===== src/rtl/alu_pkg.sv =====
// Shared widths and helpers for the multiply-accumulate ALU.
package alu_pkg;

  localparam int unsigned DATA_W = 16;
  localparam int unsigned ACC_W  = 39;
  localparam int unsigned PROD_W = 2 * DATA_W;

  // Two's-complement add overflow from the addend and sum sign bits.
  function automatic logic add_ovf(input logic a_sign, input logic b_sign, input logic s_sign);
    return (a_sign == b_sign) && (s_sign != a_sign);
  endfunction

endpackage


===== src/rtl/alu_mul.sv =====
// Combinational full-width signed multiplier: DATA_W x DATA_W -> PROD_W.
module alu_mul #(
  parameter int unsigned DATA_W = alu_pkg::DATA_W,
  parameter int unsigned PROD_W = alu_pkg::PROD_W
) (
  input  logic signed [DATA_W-1:0] a,
  input  logic signed [DATA_W-1:0] b,
  output logic signed [PROD_W-1:0] p
);

  // Operands are sign-extended to the product width so no bits are lost.
  assign p = PROD_W'(a) * PROD_W'(b);

endmodule


===== src/rtl/alu.sv =====
// Signed MAC: combinational totalSumIn + inputX*inputB, plus an accumulator
// register with a sticky signed-overflow flag. ACC_W must be >= 2*DATA_W+1.
module alu #(
  parameter int unsigned DATA_W = alu_pkg::DATA_W,
  parameter int unsigned ACC_W  = alu_pkg::ACC_W
) (
  input  logic                     clk,
  input  logic                     rst,
  input  logic signed [DATA_W-1:0] inputX,
  input  logic signed [DATA_W-1:0] inputB,
  input  logic signed [ACC_W-1:0]  totalSumIn,
  output logic signed [ACC_W-1:0]  totalSumOut,
  input  logic                     accEn,
  input  logic                     accClr,
  output logic signed [ACC_W-1:0]  accOut,
  output logic                     ovf
);

  localparam int unsigned PROD_W = 2 * DATA_W;

  import alu_pkg::*;

  logic signed [PROD_W-1:0] prod;
  logic signed [ACC_W-1:0]  prod_ext;
  logic                     sum_ovf;

  alu_mul #(
    .DATA_W(DATA_W),
    .PROD_W(PROD_W)
  ) u_mul (
    .a(inputX),
    .b(inputB),
    .p(prod)
  );

  // Sum wraps modulo 2^ACC_W; overflow is only flagged, never saturated.
  assign prod_ext    = ACC_W'(prod);
  assign totalSumOut = totalSumIn + prod_ext;
  assign sum_ovf     = add_ovf(totalSumIn[ACC_W-1], prod_ext[ACC_W-1], totalSumOut[ACC_W-1]);

  // Clear wins over load; idle cycles hold.
  always_ff @(posedge clk or posedge rst) begin
    if (rst) begin
      accOut <= '0;
      ovf    <= 1'b0;
    end else if (accClr) begin
      accOut <= '0;
      ovf    <= 1'b0;
    end else if (accEn) begin
      accOut <= totalSumOut;
      ovf    <= ovf | sum_ovf;
    end
  end

endmodule


===== config.mk =====
export PLATFORM = sky130hd
export DESIGN_NAME = alu
export DESIGN_NICKNAME = d
export VERILOG_FILES = /design/src/rtl/alu_pkg.sv /design/src/rtl/alu_mul.sv /design/src/rtl/alu.sv
export SDC_FILE = /design/constraint.sdc
export NUM_CORES = 1
export LEC_CHECK = 0
export ABC_AREA = 1
export CORE_ASPECT_RATIO = 1.1
export CORE_UTILIZATION = 57
export DETAILED_ROUTE_END_ITERATION = 16
export PLACE_DENSITY = 0.91
export SLEW_MARGIN = 20
export SYNTH_ARGS = -nofsm -noshare
export SYNTH_HDL_FRONTEND = slang
export SYNTH_SLANG_ARGS = --single-unit

===== constraint.sdc =====
create_clock -name clk -period 12.6 [get_ports clk]
set_input_delay 2.52 -clock clk [delete_from_list [all_inputs] [get_ports clk]]
set_output_delay 2.52 -clock clk [all_outputs]
set_load 0.01 [all_outputs]

==> impl_metrics.ini, run 1 <==
[status]
status = complete, but fails checks
violations = setup timing

[cts]
cts_buffers = 5
path_clk_slew_ns = 0.06
clock_latency_ns = 0.28
max-clock-path-buffers = 2
ctsHoldBuffers = 0
cts_sinks = 40
cts_root_buf = clkbuf_16
htreeDepth = 2
cts_tree = yes

[yosys]
async_reset_ff_share_pct = 100
yosys_warnings = 0
avgSynthCellArea_um2 = 7.24
ys_seq_area_share_pct = 6.84
synth_ff_type = dfrtp_1
yosys.area_share.simple_pct = 21.9
yosysTopAreaCell = fa_1
syn-cell-area_um2 = 14600
synth.top_cells.by_area = fa_1 36%, nand2_1 14%, inv_1 14%
synth_mux_area_share_pct = 0
synth_compound_gate_area_share_pct = 6.47
synth_cell_type_count = 46
synth_top_family_by_area = adder cells
synth_edf_count = 0
synth_xor_area_share_pct = 3.10
synthCells = 2022
synthAdderAreaFrac_pct = 46.2
synth_top_area_share_pct = 36.0
ys_seq_elements = 40
syn-num-nets = 2480

[critical_path]
cp-endpoint = totalSumOut[33]
critPathCaptureType = primary output
path_buf_inv = 10
rrSetupSlack_ns = 11.83
worstPathArrival_ns = 10.09
start_kind = primary input
rr_worst_depth = 1
regToRegStartpoint = accOut[20]
path_class = primary input to primary output
critical_path_required_ns = 10.08
cp.depth = 32
cpPeakStageDelay_ns = 0.56
worst-path-max-fanout = 10
crit_family = adder cells
crit_slowest_cell = clkdlybuf4s50_1
r2r_end = accOut[20]
worst_path_most_repeated_cell = fa_1
startpoint = inputB[4]

[global_route]
antenna_found_initial = 0
grt_max_degree = 41
grt_pass1_wl_um = 72800
grt_usage_pct = 34.9
grt.overflow.total = 0
grt_pass1_vias = 15500

[sta]
setup_viol = 1
fmax_mhz = 79.3
slew_headroom_pct = 42.7
period_needed_ns = 12.61
fin_ws_ns = -0.0110
post-route-period-util_pct = 100
finalHoldViolCount = 0
tightest_slew_ns = 0.852
rsz0062_at_grt = yes
fin_worst_skew_ns = 0
finalMaxSlewViolations = 0

[floorplan]
dieArea_um2 = 26300
start_util_pct = 58.0
fp-row-count = 61
pin_count = 154
die-width_um = 155
die_h_um = 170
core_area_um2 = 25300

[flow_run]
cap_violations = 0

[final_layout]
drive_gt1_share_pct = 14.2
area_growth_pct = 27.1
nNetsFinal = 2771
final_core_util_pct = 73.7
diodes = 0

[placement]
dp_hpwl_um = 38000
port_buffers = 153
place_congestion = 0.963

[drt]
antenna_left = 0
dr.pass1.iters = 7
wl_um = 45400
drt_iter0_drc = 1204
wire_per_inst_um = 17.1
post_drt_via_cell_ratio = 5.46
num_vias = 14500
drc = 0

[min_path]
hold_depth = 2
holdCritPathClass = flop to flop
hp-start = accOut[35]
synthesized netlist by cell type, types with 11 or more instances:
cell,n
a21oi_1,59
inv_1,533
nand2_1,562
dfrtp_1,40
nor2_1,111
xnor2_1,11
ha_1,120
clkbuf_1,63
nand3_1,60
o21ai_0,38
fa_1,263
a22o_1,13
xor2_1,39
timing repair:
| item | 4_1_cts | 5_1_grt |
|---|---|---|
| endpoints found under the setup margin | 15 | 21 |
| pin swaps | 3 | 26 |
| setup buffers | 1 | 14 |
| resized for setup | 33 | 100 |
flip-flops by register name (all words and copies together), names as in the netlist:
register / count
accOut: 39
ovf: 1
how the worst min path moves through the flow:
stage	slack [ns]	to
after CTS	0.48	accOut[26]
after detailed placement	0.46	accOut[26]
after floorplan	0.52	accOut[36]
after global placement	0.46	accOut[33]
final	0.48	accOut[35]
after global routing	0.50	accOut[35]
placed cells by master, fill, tap and decap left out, types with 17 or more instances in the layout:
cell type        Yosys  routed
a21oi_1             59      43
a21oi_2              4      20
buf_4                0     183
clkdlybuf4s50_1      0     128
dfrtp_1             40      40
dlymetal6s2s_1       0      17
fa_1               263     258
ha_1               120     109
inv_1              533     530
nand2_1            562     555
nand3_1             60      55
nor2_1             111      95
nor2_2               5      19
o21ai_0             38      27
xor2_1              39      31
final cells by class:
cell class,count,area (µm²)
Multi-Input combinational cell,1380,11800
Fill cell,1724,6650
Timing Repair Buffer,349,3170
Inverter,537,2020
Sequential cell,40,1000
Tap cell,346,433
Clock buffer,7,153
Clock inverter,1,30.0
cells by family after synthesis:
kind of cell,Yosys count
and+or+nand+nor,790
AOI/OAI and AO/OA,156
buffers and inverters,602
xor gates and xnor gates,51
adders and majority gates,383
DFF,40
per-stage QoR:
step / area (µm²) / hold WS [ns] / setup TNS, ns / setup WS [ns] / cells
finish: 18600 / 0.479 / -0.0110 / -0.0110 / 2660
global route: 18600 / 0.496 / -0.352 / -0.266 / 2660
CTS: 18200 / 0.481 / -0.0164 / -0.0164 / 2646
detailed placement: 17800 / 0.464 / -2.39 / -0.404 / 2637
global placement: 17800 / 0.465 / -0.482 / -0.183 / 2637
floorplan: 14600 / 0.516 / 0 / 1.11 / 2022
layer usage:
metal / part of all wire (%) / vias up / GRT usage, %
met5: 0 / - / 0
met4: 6.1 / 0 / 19.1
met3: 7.6 / 269 / 5.14
met2: 51 / 862 / 63.7
met1: 35 / 6921 / 39.2
li1: - / 6480 / -
Power of run 1 is left out: the tool's default activity adds up to more than one toggle a clock period on the data nets, which glitch-free logic cannot reach.
==> inputs of run 2 (changes only) <==
SYNTH_HIERARCHICAL = 1   (was unset)
==> impl_metrics.ini, run 2 <==
[critical_path]
start_kind = primary input
worstPathArrival_ns = 9.90
cp-endpoint = totalSumOut[36]
rrSetupSlack_ns = 11.87
worst-path-max-fanout = 16
crit_slowest_cell = clkdlybuf4s50_1
worst_path_most_repeated_cell = nand2_1
regToRegStartpoint = accOut[7]
path_class = primary input to primary output
critPathCaptureType = primary output
rr_worst_depth = 1
cpPeakStageDelay_ns = 0.53
startpoint = inputX[15]
r2r_end = accOut[7]
critical_path_required_ns = 10.08

[sta]
setup_viol = 0
post-route-period-util_pct = 98.6
hold_slack_ns = 0.487
period_needed_ns = 12.42
finalHoldViolCount = 0
finalMaxSlewViolations = 0
slew_headroom_pct = 61.8
rsz0062_at_grt = yes
fin_worst_skew_ns = 0
fmax_mhz = 80.5
tightest_slew_ns = 0.572

[global_route]
grt_usage_pct = 33.5
antenna_found_initial = 0
grt_max_degree = 41
grt.overflow.total = 0
grt_pass1_wl_um = 72700
grt_pass1_vias = 15700

[final_layout]
nNetsFinal = 2796
regMostFlops = accOut
layout.filler_cells = 2022
largest_reg_flops = 39
largestRegisters = accOut (39), ovf (1)
final_common_cell = nand2_1
drive_gt1_share_pct = 11.4
final_cell_mix = 614 x nand2_1, 551 x inv_1, 259 x fa_1
final_cell_area_um2 = 18400
area_growth_pct = 21.5
diodes = 0

[drt]
wl_um = 43400
wire_per_inst_um = 16.1
post_drt_via_cell_ratio = 5.35
drt_iter0_drc = 1220
drc = 0
antenna_left = 0
num_vias = 14400
dr.pass1.iters = 5

[cts]
cts_sinks = 40
cts_tree = yes
clock_latency_ns = 0.28
path_clk_slew_ns = 0.06
ctsHoldBuffers = 0
cts_buffers = 5
htreeDepth = 2
max-clock-path-buffers = 2
cts_root_buf = clkbuf_16

[yosys]
syn-cell-area_um2 = 15200
synth.top_cells.by_area = fa_1 35%, nand2_1 15%, inv_1 14%
synth_edf_count = 0
synth_ff_type = dfrtp_1
yosys.cell_count.top_type = nand2_1
synth_top_area_share_pct = 34.7
synthCells = 2141
yosys_warnings = 6
netlist_top_cells_count = 622 x nand2_1, 553 x inv_1, 263 x fa_1, 120 x ha_1, 98 x nor2_1
syn-num-nets = 2599
async_reset_ff_share_pct = 100
ys_seq_area_share_pct = 6.60
ys_seq_elements = 40
avgSynthCellArea_um2 = 7.08
yosysTopAreaCell = fa_1
synth_cell_type_count = 40

[floorplan]
core_area_um2 = 26100
dieArea_um2 = 27300
pin_count = 154
fp-row-count = 62
start_util_pct = 58.0
die-width_um = 158
die_h_um = 173

[placement]
port_buffers = 153
dp_hpwl_um = 37200
dpl-instance-area_um2 = 17800
place_congestion = 0.946

[flow_run]
cap_violations = 0

[min_path]
holdCritPathClass = flop to flop
hold_depth = 2

[status]
status = finished clean
==> run 2: cell count changes after synthesis, sizes merged, moves of 8 or more <==
cell	before	now
nand2	570	641
inv	537	563
nand3	62	75
nand4	7	20
and2	10	21
o21ai	46	37
xor2	40	31
a31oi	10	2
==> run 2: cell type report <==
class / instances / area (µm²) / area share [%]
sequential: 40 / 1000 / 5.43
multi-input combinational: 1471 / 12200 / 66.4
tap: 352 / 440 / 2.39
inverter: 563 / 2110 / 11.5
clock buffer: 5 / 125 / 0.679
timing repair buffer: 257 / 2470 / 13.4
clock inverter: 3 / 46.3 / 0.251
==> run 2: metrics by stage <==
step	cells	TNS, ns	utilization [%]	worst slack (ns)
2_1_floorplan	2141	0	-	1.22
3_3_place_gp	2681	0	67.9	0.0246
3_5_place_dp	2681	-0.737	67.9	-0.207
4_1_cts	2689	0	68.7	0.00591
5_1_grt	2691	-0.556	70.5	-0.173
6_report	2691	0	70.5	0.181
==> run 2: worst min path at each step <==
stage / from / endpoint / slack, ns
global placement: accOut[19] / accOut[19] / 0.46
CTS: accOut[14] / accOut[14] / 0.49
floorplan: accOut[16] / accOut[16] / 0.52
detailed placement: accOut[36] / accOut[36] / 0.47
global route: accOut[21] / accOut[21] / 0.51
finish: accOut[14] / accOut[14] / 0.49
==> run 2: repair_timing <==
item	CTS	global route
endpoints found under the setup margin	7	23
gates resized for setup	6	108
pin swaps	0	11
setup buffers	0	2
==> run 2: critical path: cells and delay by family <==
family	cells	cell delay, ns
AOI/OAI and AO/OA	4	0.71
xor gates and xnor gates	1	0.18
adders and majority gates	8	3.57
buffers and inverters	10	1.84
and+or+nand+nor	10	1.07
==> run 2: cell families after synthesis <==
logic type	after synthesis	share of synthesized area, %
flops	40	6.60
compound gates	139	5.35
fa+ha+maj	383	44.6
buf+inv	630	15.6
simple gates	909	25.4
xor+xnor	40	2.41
==> run 2: per-layer routing <==
metal	global-route usage (%)	vias up	wire, µm
met1	40.8	6940	16700
met5	0	-	0
met4	15.5	0	2060
met3	4.21	184	2580
li1	-	6653	-
met2	58.5	633	22100
Power of run 2 is left out for the same reason.
